$ cat src/rtl/deserializer.sv
// deserializer: gathers FACTOR consecutive valid WIDTH-bit words into one frame.
// The first word received (w_1) lands in out[WIDTH-1:0]. This matches the
// serializer's input layout, so a serializer/deserializer pair passes data
// through unchanged.
//
// Ports:
//   clk        system clock, rising edge
//   rst_n      asynchronous active-low reset
//   in         serial data word
//   in_valid   in carries a word this cycle (gaps allowed)
//   in_first   marks in as w_1 of a frame (only used when USE_FIRST=1)
//   out        assembled frame, held until the next completion
//   out_valid  one-cycle pulse when a new frame appears on out
//   frame_err  one-cycle pulse on an alignment violation (USE_FIRST=1 only)

// One assembly slot: a word register loaded when its slot index is addressed.
module deser_slot #(
    parameter int WIDTH = 32
) (
    input  logic             clk,
    input  logic             rst_n,
    input  logic             we,
    input  logic [WIDTH-1:0] d,
    output logic [WIDTH-1:0] q
);
    always_ff @(posedge clk or negedge rst_n) begin
        if (!rst_n)  q <= '0;
        else if (we) q <= d;
    end
endmodule

module deserializer #(
    parameter int WIDTH     = 32,
    parameter int FACTOR    = 2,
    parameter int USE_FIRST = 0
) (
    input  logic                    clk,
    input  logic                    rst_n,
    input  logic [WIDTH-1:0]        in,
    input  logic                    in_valid,
    input  logic                    in_first,
    output logic [WIDTH*FACTOR-1:0] out,
    output logic                    out_valid,
    output logic                    frame_err
);
    localparam int            CW   = $clog2(FACTOR) + 1;
    localparam logic [CW-1:0] LAST = CW'(FACTOR - 1);

    typedef enum logic {SYNC, COLLECT} state_t;

    state_t        state_q, state_d;
    logic [CW-1:0] cnt_q, cnt_d, idx;
    logic          accept, start, complete, err;

    // Slots 1..FACTOR-1 are registered. The last slot is the live input word,
    // so the completing word goes straight into out and needs no storage.
    logic [FACTOR-1:0][WIDTH-1:0] slot;

    always_comb begin
        state_d = state_q;
        cnt_d   = cnt_q;
        accept  = 1'b0;
        start   = 1'b0;
        err     = 1'b0;
        if (in_valid) begin
            if (USE_FIRST == 0) begin
                accept = 1'b1;
            end else if (state_q == SYNC) begin
                // Words are dropped silently until a marked frame start arrives.
                if (in_first) begin
                    accept  = 1'b1;
                    start   = 1'b1;
                    state_d = COLLECT;
                end
            end else if (in_first) begin
                // A marker in mid-frame drops the partial frame and restarts here.
                accept = 1'b1;
                start  = 1'b1;
                err    = (cnt_q != '0);
            end else if (cnt_q == '0) begin
                // A frame start without its marker: discard it and resynchronise.
                err     = 1'b1;
                state_d = SYNC;
            end else begin
                accept = 1'b1;
            end
        end
        idx      = start ? '0 : cnt_q;
        complete = accept && (idx == LAST);
        if (accept) cnt_d = complete ? '0 : idx + 1'b1;
    end

    for (genvar k = 0; k < FACTOR - 1; k++) begin : g_slot
        deser_slot #(.WIDTH(WIDTH)) u_slot (
            .clk   (clk),
            .rst_n (rst_n),
            .we    (accept && (idx == CW'(k))),
            .d     (in),
            .q     (slot[k])
        );
    end
    assign slot[FACTOR-1] = in;

    always_ff @(posedge clk or negedge rst_n) begin
        if (!rst_n) begin
            state_q   <= (USE_FIRST != 0) ? SYNC : COLLECT;
            cnt_q     <= '0;
            out       <= '0;
            out_valid <= 1'b0;
            frame_err <= 1'b0;
        end else begin
            state_q   <= state_d;
            cnt_q     <= cnt_d;
            out_valid <= complete;
            frame_err <= err;
            if (complete) out <= slot;
        end
    end
endmodule

$ cat config.mk
export PLATFORM = sky130hd
export DESIGN_NAME = deserializer
export DESIGN_NICKNAME = d
export VERILOG_FILES = /design/src/rtl/deserializer.sv
export SDC_FILE = /design/constraint.sdc
export NUM_CORES = 1
export LEC_CHECK = 0
export BUFFER_PORTS_ARGS = -buffer_cell sky130_fd_sc_hd__buf_2
export CAP_MARGIN = 25
export CORE_ASPECT_RATIO = 1.5
export CORE_UTILIZATION = 54
export CTS_BUF_LIST = sky130_fd_sc_hd__clkbuf_2
export CTS_CLUSTER_SIZE = 16
export DETAILED_ROUTE_END_ITERATION = 12
export PLACE_DENSITY_LB_ADDON = 0.2
export SLEW_MARGIN = 20
export SYNTH_ARGS = -nofsm -noshare
export SYNTH_HDL_FRONTEND = slang
export SYNTH_SLANG_ARGS = --single-unit
$ cat constraint.sdc
create_clock -name clk -period 1.7 [get_ports clk]
set_input_delay 0.425 -clock clk [delete_from_list [all_inputs] [get_ports clk]]
set_output_delay 0.425 -clock clk [all_outputs]
set_load 0.02 [all_outputs]
After elaboration in Yosys (flattened, before gate mapping)
Cells that the tools add are included.

Bits in registers: 99. Input port bits: 36. Output and inout bits: 66. Word-level logic and storage cells: 11.

$add $sub $neg: 1. Eq/ne operators: 1. Multiplexer cells: 2. Reduce and logical (&&, ||, !) cells: 3.

Operators by type and width (count): adder 2 x 1 -> 2 bit, second input constant (1); equality test 2 x 1 -> 1 bit, second input constant (1); logical AND 1 bit (2); logical NOT 2 bit (1); 2-to-1 mux 2 bit (1); 2-to-1 mux 1 bit (1).

Longest topological paths before layout
Gate-level depths: netlist of the first run.

Word-level depth: 3. Gate-level depth with buffers: 4. Depth with buffers taken out: 2.

Cells and area by module
A second synthesis of the first run with hierarchy kept.

Cells, all modules: 213. Area total of the unflattened synthesis: 4041.4 um^2.

Modules (own cells, without submodules): deserializer (times used 1, cells an instance 145, area an instance 2696.3 um^2, seq. area each 1676.6 um^2); deser_slot (times used 1, cells an instance 68, area an instance 1345.0 um^2, seq. area each 800.8 um^2).

Worst setup path before layout of the first run
No wires, ideal clock.

Kind: reg2reg. From: register cnt_q[0]. To: register g_slot[0].u_slot.q[21]. Setup time: 0.125 ns. Data arrival time: 1.216 ns. Data required time: 1.575 ns. Slack: 0.359 ns. Stages on the path, launching flop included: 4. Path buffers: 1. Clock period less this slack: 1.341 ns. Path through: dfrtp_1 -> nor3b_4 -> buf_4 -> mux2_2.

Cells in the longest elaborated chain, start to end: 2.

RTL lines: start: declaration (line 52) `logic [CW-1:0] cnt_q, cnt_d, idx;`; start signal: assignment (line 113) `cnt_q <= cnt_d;`; logical NOT 2 bit (line 97) `.we (accept && (idx == CW'(k))),`; logical AND 1 bit (line 97); end signal: assignment (line 27) `if (!rst_n) q <= '0;`; end signal: assignment (line 28) `else if (we) q <= d;`; end: declaration (line 24) `output logic [WIDTH-1:0] q`.

Every way passes these cells. A chain may end at the register's enable or synchronous reset.

Worst setup path after layout of the first run
From: register out[48]. To: output port out[48].

RTL lines: start: declaration (line 42) `output logic [WIDTH*FACTOR-1:0] out,`; start signal: assignment (line 116) `if (complete) out <= slot;`.

No word-level cell between the ends.

==> qor.yml, run 1 <==
global_routing:
  grt_pass1_wl_mm: 10.60
  grt_usage: 0.1876
  grt_overflow: 0
  grt_pass1_vias: 2209
  antenna_found_initial: 0
  grt_start_max_net_pins: 33
placement:
  portBuffers: 99
  place.gp.congestion: 0.7701
  place_hpwl_mm: 4.590
pwr:
  power_density_nw_per_um2: 2026
  switchingPower_mw: 3.312
  internal_power_mw: 6.015
  power.share.switching: 0.3551
  p_clk_frac: 0.107
  ir_drop_v: 0.001034
  leakagePower_nw: 2.337
  pwr-share-comb: 0.449
  p_seq_frac: 0.443
sta:
  fin_setup_tns_ns: 0
  grt_setup_unrepaired: "false"
  finalHoldViolCount: 0
  finalClockSkew_ns: 0.01608
  setup_viol: 0
  fmax_ghz: 0.6472
  period_needed_ns: 1.545
  drv_slew: 0
  holdWs_ns: 0.1058
  fin_crit_sh: 0.9089
final_layout:
  n_antenna_cell: 0
  final_nets: 358
  drive_above_1_share: 0.6677
  seqCellArea_um2: 2477
  multi_input_area_um2: 1311
  area_delta_synth_final_pct: 18.21
  finalCoreUtilization: 0.6675
  n_fill_cell: 513
cts:
  cts_buffers: 9
  cts_tree: "done"
  cts-resized-gates: 0
  htreeDepth: 3
  cts.sinks: 99
  worstSkewPairLatency_ns: 0.52
  cts_buffer_depth: 2
  root_buffer: "clkbuf_2"
  clk_pin_slew_ns: 0.23
detailed_routing:
  vias: 2063
  drtIter0Drc: 78
  wl_mm: 6.420
  remaining_drc_errors: 8
  vias_per_cell: 5.119
  drt_pass1_iterations: 8
  wl_per_cell_um: 15.93
  ant_nets: 0
run:
  drv_cap: 0
synthesis:
  synth_commonest_cells: "dfrtp_1, mux2_4, mux2_2"
  synth-edff-count: 0
  yosysWarnings: 0
  synth_top_area_cell: "dfrtp_1"
  syn_avg_cell_area_um2: 18.37
  ys_types: 13
  synth_top_area_share: 0.6360
  synth_area_um2: 3895
  ys_seq_area_frac: 0.6360
  syn-num-nets: 248
  synth_flop_cell: "dfrtp_1"
  synth_cells: 212
  ys_async_sr_fraction: 1.000
  synth_most_common_cell: "dfrtp_1"
  synth_area_leaders: "dfrtp_1, mux2_4, mux2_2"
  ys_seq_elements: 99
worst_setup_path:
  cp-start-kind: "flip-flop"
  crit_slowest_cell: "dfrtp_1"
  end_kind: "output pin"
  path_buf_inv: 1
  worstPathCellList: "buf_2"
  cpLargestDelayFamily: "flip-flops"
  critPathArrivalTime_ns: 1.12
  crit_fanout: 2
  slowest_delay_ns: 0.44
  critPathKind: "reg -> out"
  critical_path_required_ns: 1.27
floorplanning:
  die_w_um: 71.35
  pin_count: 102
  rows: 37
  initial_core_util: 0.5647
  die_area_um2: 7564
  core-area_um2: 6898
  die_h_um: 106.0
run_status:
  violations: "DRC"
  status: "finished with violations"
min_path:
  hold_path.class: "in -> reg"
[placed cells by master (no fill, tap or decap), drive strengths merged]
cell type,n
buf,109
dfrtp,99
mux2,96
clkbuf,10
clkinv,3
nand3b,1
inv,1
nor3b,1
xor2,1
a21boi,1
conb,1
bufinv,1
dlygate4sd3,1
[per-layer routing]
metal | track usage | wire length (um) | up-vias
met5 | 0 | 0 | -
met4 | 0.1071 | 132 | 0
met3 | 0.03791 | 290 | 10
met2 | 0.3014 | 3158 | 63
met1 | 0.2347 | 2837 | 1033
li1 | - | - | 957
[per-stage QoR]
step / worst slack, ns / cells / area (um2) / total power, mW
2_1_floorplan: 0.3589 / 212 / 3895 / 7.190
3_5_place_dp: 0.1242 / 388 / 4501 / 8.442
5_1_grt: 0.06156 / 403 / 4604 / 9.847
4_1_cts: 0.08213 / 403 / 4604 / 9.449
3_3_place_gp: 0.1613 / 388 / 4501 / 8.299
6_report: 0.1548 / 403 / 4604 / 9.327
[registers in the layout, indices dropped and copies added (netlist names)]
signal	count
g_slot.u_slot.q	32
out	64
out_valid	1
cnt_q	2
[power by group through the flow]
| stage | clock network (mW) | logic [mW] | registers [mW] |
|---|---|---|---|
| finish | 1.00 | 4.19 | 4.14 |
| global route | 1.12 | 4.43 | 4.29 |
| CTS | 1.05 | 4.24 | 4.15 |
| detailed placement | 0 | 4.23 | 4.21 |
| global placement | 0 | 4.15 | 4.15 |
| floorplan | 0 | 2.08 | 5.11 |
[area by class of cell]
| cell class | count | area share |
|---|---|---|
| Clock buffer | 10 | 0.01087 |
| Sequential cell | 99 | 0.5380 |
| Timing Repair Buffer | 110 | 0.1348 |
| Multi-Input combinational cell | 101 | 0.2848 |
| Tap cell | 78 | 0.02120 |
| Clock inverter | 4 | 0.009511 |
| Inverter | 1 | 0.0008152 |
[logic make-up after synthesis]
logic type / count (synthesis) / share of synthesized area
buf+inv: 12 / 0.02730
mux: 96 / 0.3248
xor+xnor: 1 / 0.002249
simple gates: 2 / 0.006747
other cells: 1 / 0.0009628
compound gates: 1 / 0.001928
flops: 99 / 0.6360
[path summary, 6_finish.rpt]
| kind | start | endpoint | cells after the start | slack (ns) |
|---|---|---|---|---|
| worst max-delay path | out[48] | out[48] | 1 | 0.15 |
| worst min-delay path | in_valid | cnt_q[0] | 2 | 0.11 |
| worst max register to register | cnt_q[0] | out[11] | 3 | 0.23 |
| worst min register to register | g_slot[0].u_slot.q[20] | out[20] | 1 | 0.51 |
| max in group asynchronous | rst_n | g_slot[0].u_slot.q[3] | 3 | 0.87 |
| min in group asynchronous | rst_n | out[27] | 2 | 0.31 |
[what timing repair did]
item | 4_1_cts | 5_1_grt
hold buffers | 1 | 0
endpoints found under the hold margin | 20 | 0
setup buffers | 0 | 0
Note: power is estimated with default switching activity, not from simulation.
==> run 2: changes to the inputs <==
Settings changed: REMOVE_ABC_BUFFERS from default to 1.
==> qor.yml, run 2 (synthesized netlist as in run 1, its figures left out) <==
worst_setup_path:
  critical_path_required_ns: 1.27  # about the same
  cpLargestDelayFamily: "flip-flops"
  critPathKind: "reg -> out"
  r2r-start: "cnt_q[0]"
  reg2regPathDepth: 3  # unchanged
  cp-endpoint: "out[59]"
  path_depth: 1  # unchanged
  path_buf_inv: 1  # unchanged
  worstPathCellList: "buf_2"
  critPathArrivalTime_ns: 1.15  # +0.03 ns
  startpoint: "out[59]"
  rrSetupSlack_ns: 0.18  # -0.05 ns
  timing.rr.end: "out[0]"
  crit_fanout: 2  # unchanged
  crit_slowest_cell: "dfrtp_1"
  slowest_delay_ns: 0.45  # about the same
  cp-start-kind: "flip-flop"
  end_kind: "output pin"
global_routing:
  grt_start_max_net_pins: 40  # +21%
  grt_pass1_vias: 2134  # -3.4%
  grt_overflow: 0  # unchanged
  grt_usage: 0.1880  # +0.0004715
  grt_pass1_wl_mm: 10.58  # -0.20%
  antenna_found_initial: 0  # unchanged
detailed_routing:
  wl_met2_mm: 3.181  # +0.73%
  drtIter0Drc: 113  # +45%
  top_layer: "met4"
  met3_length_um: 296  # +2.1%
  remaining_drc_errors: 7  # -1
  vias: 2082  # +0.92%
  drt_pass1_iterations: 8  # unchanged
  vias_per_cell: 5.179  # +1.2%
  wl_mm: 6.404  # -0.25%
  ant_nets: 0  # unchanged
  wl_met1_mm: 2.837  # unchanged
  wl_per_cell_um: 15.93  # about the same
floorplanning:
  die_h_um: 106.0  # unchanged
  die_area_um2: 7564  # unchanged
  pin_count: 102  # unchanged
  rows: 37  # unchanged
  core-area_um2: 6898  # unchanged
  die_w_um: 71.35  # unchanged
  initial_core_util: 0.5647  # unchanged
sta:
  fin_crit_sh: 0.9271  # +0.01812
  drv_slew: 0  # unchanged
  finalClockSkew_ns: 0.02044  # +0.004358 ns
  holdWs_ns: 0.09157  # -0.01418 ns
  fmax_ghz: 0.6345  # -2.0%
  setup_viol: 0  # unchanged
  finalHoldViolCount: 0  # unchanged
  grt_setup_unrepaired: "false"
  fin_setup_tns_ns: 0  # unchanged
  finalWorstSetupSlack_ns: 0.1240  # -0.03080 ns
  period_needed_ns: 1.576  # +0.03080 ns
placement:
  place_hpwl_mm: 4.496  # -2.1%
  place_ws_ns: 0.1057  # -0.01847 ns
  portBuffers: 99  # unchanged
  place.gp.congestion: 0.6929  # -10%
pwr:
  leakagePower_nw: 2.329  # -0.35%
  power_density_nw_per_um2: 2006  # -0.94%
  total_power_mw: 9.221  # -1.1%
  power.share.switching: 0.3623  # +0.007196
  internal_power_mw: 5.880  # -2.2%
  switchingPower_mw: 3.341  # +0.87%
  ir_drop_v: 0.001137  # +10%
  pwr-share-comb: 0.457  # +0.008
  p_clk_frac: 0.093  # -0.014
  p_seq_frac: 0.450  # +0.007
final_layout:
  top_register: "out"
  finalCoreUtilization: 0.6662  # -0.001270
  area_delta_synth_final_pct: 17.99
  layout_common_cells: "dfrtp_1, buf_2, mux2_4"
  drive_above_1_share: 0.6636  # -0.004112
  layout_commonest_cell: "dfrtp_1"
  final_nets: 357  # -0.28%
  n_antenna_cell: 0  # unchanged
  largest_reg_flops: 64  # unchanged
  largestRegisters: "out (64), g_slot.u_slot.q (32), cnt_q (2)"
cts:
  htreeDepth: 3  # unchanged
  clk_pin_slew_ns: 0.24  # about the same
  root_buffer: "clkbuf_2"
  cts_buffer_depth: 2  # unchanged
  cts.sinks: 99  # unchanged
  cts_buffers: 9  # unchanged
  worstSkewPairLatency_ns: 0.53  # about the same
  cts_tree: "done"
  postCtsSetupRepairBufs: 0  # unchanged
run_status:
  status: "finished with violations"
  violations: "DRC"
run:
  drv_cap: 0  # unchanged
min_path:
  hold_path.class: "in -> reg"
-- run 2: changes by cell type in the layout (fill, tap and decap cells not counted), sizes merged --
cell / before / now
buf: 109 / 108
clkinv: 3 / 5
bufinv: 1 / 0
clkbuf: 10 / 9
-- run 2: worst min-delay path by stage --
stage / startpoint / to / slack (ns) / depth (start not counted)
after floorplan: rst_n / cnt_q[0] / 0.13 / 0
after global placement: rst_n / out[15] / 0.40 / 1
after detailed placement: rst_n / out[47] / 0.40 / 1
after CTS: in_valid / cnt_q[0] / 0.02 / 2
after global routing: in_valid / cnt_q[0] / 0.01 / 2
final: in_valid / cnt_q[0] / 0.09 / 2
-- run 2: metal layers --
metal  track usage  vias up
met5             0        -
met4       0.09429        0
met3       0.05972        7
met2        0.2748       66
met1        0.2521     1055
li1              -      954
-- run 2: stage by stage --
step / std cells / area, um2
4_1_cts: 402 / 4596
2_1_floorplan: 201 / 3792
5_1_grt: 402 / 4596
3_5_place_dp: 387 / 4518
3_3_place_gp: 387 / 4518
6_report: 402 / 4596
-- run 2: what timing repair did --
item / in CTS / in global routing
resized for setup: 0 / 0
hold buffers: 1 / 0
endpoints found under the hold margin: 29 / 0
-- run 2: cell type report --
| cell class | instances | area, um2 |
|---|---|---|
| Multi-Input combinational cell | 101 | 1311 |
| Inverter | 1 | 3.754 |
| Timing Repair Buffer | 109 | 638.1 |
| Fill cell | 509 | 2302 |
| Clock buffer | 9 | 45.04 |
| Tap cell | 78 | 97.59 |
| Clock inverter | 5 | 22.52 |
| Sequential cell | 99 | 2477 |
-- run 2: power groups by stage --
stage / Sequential, mW / Combinational, mW / Clock, mW
floorplan: 5.11 / 2.14 / 0
global placement: 4.15 / 4.17 / 0
detailed placement: 4.21 / 4.27 / 0
CTS: 4.16 / 4.27 / 0.906
global route: 4.31 / 4.45 / 0.992
finish: 4.15 / 4.21 / 0.858
-- run 2: worst reg2reg max path: stages (launching register included) --
cell      delay, ns
dfrtp_1        0.49
nand3b_1       0.23
buf_12         0.30
mux2_2         0.41
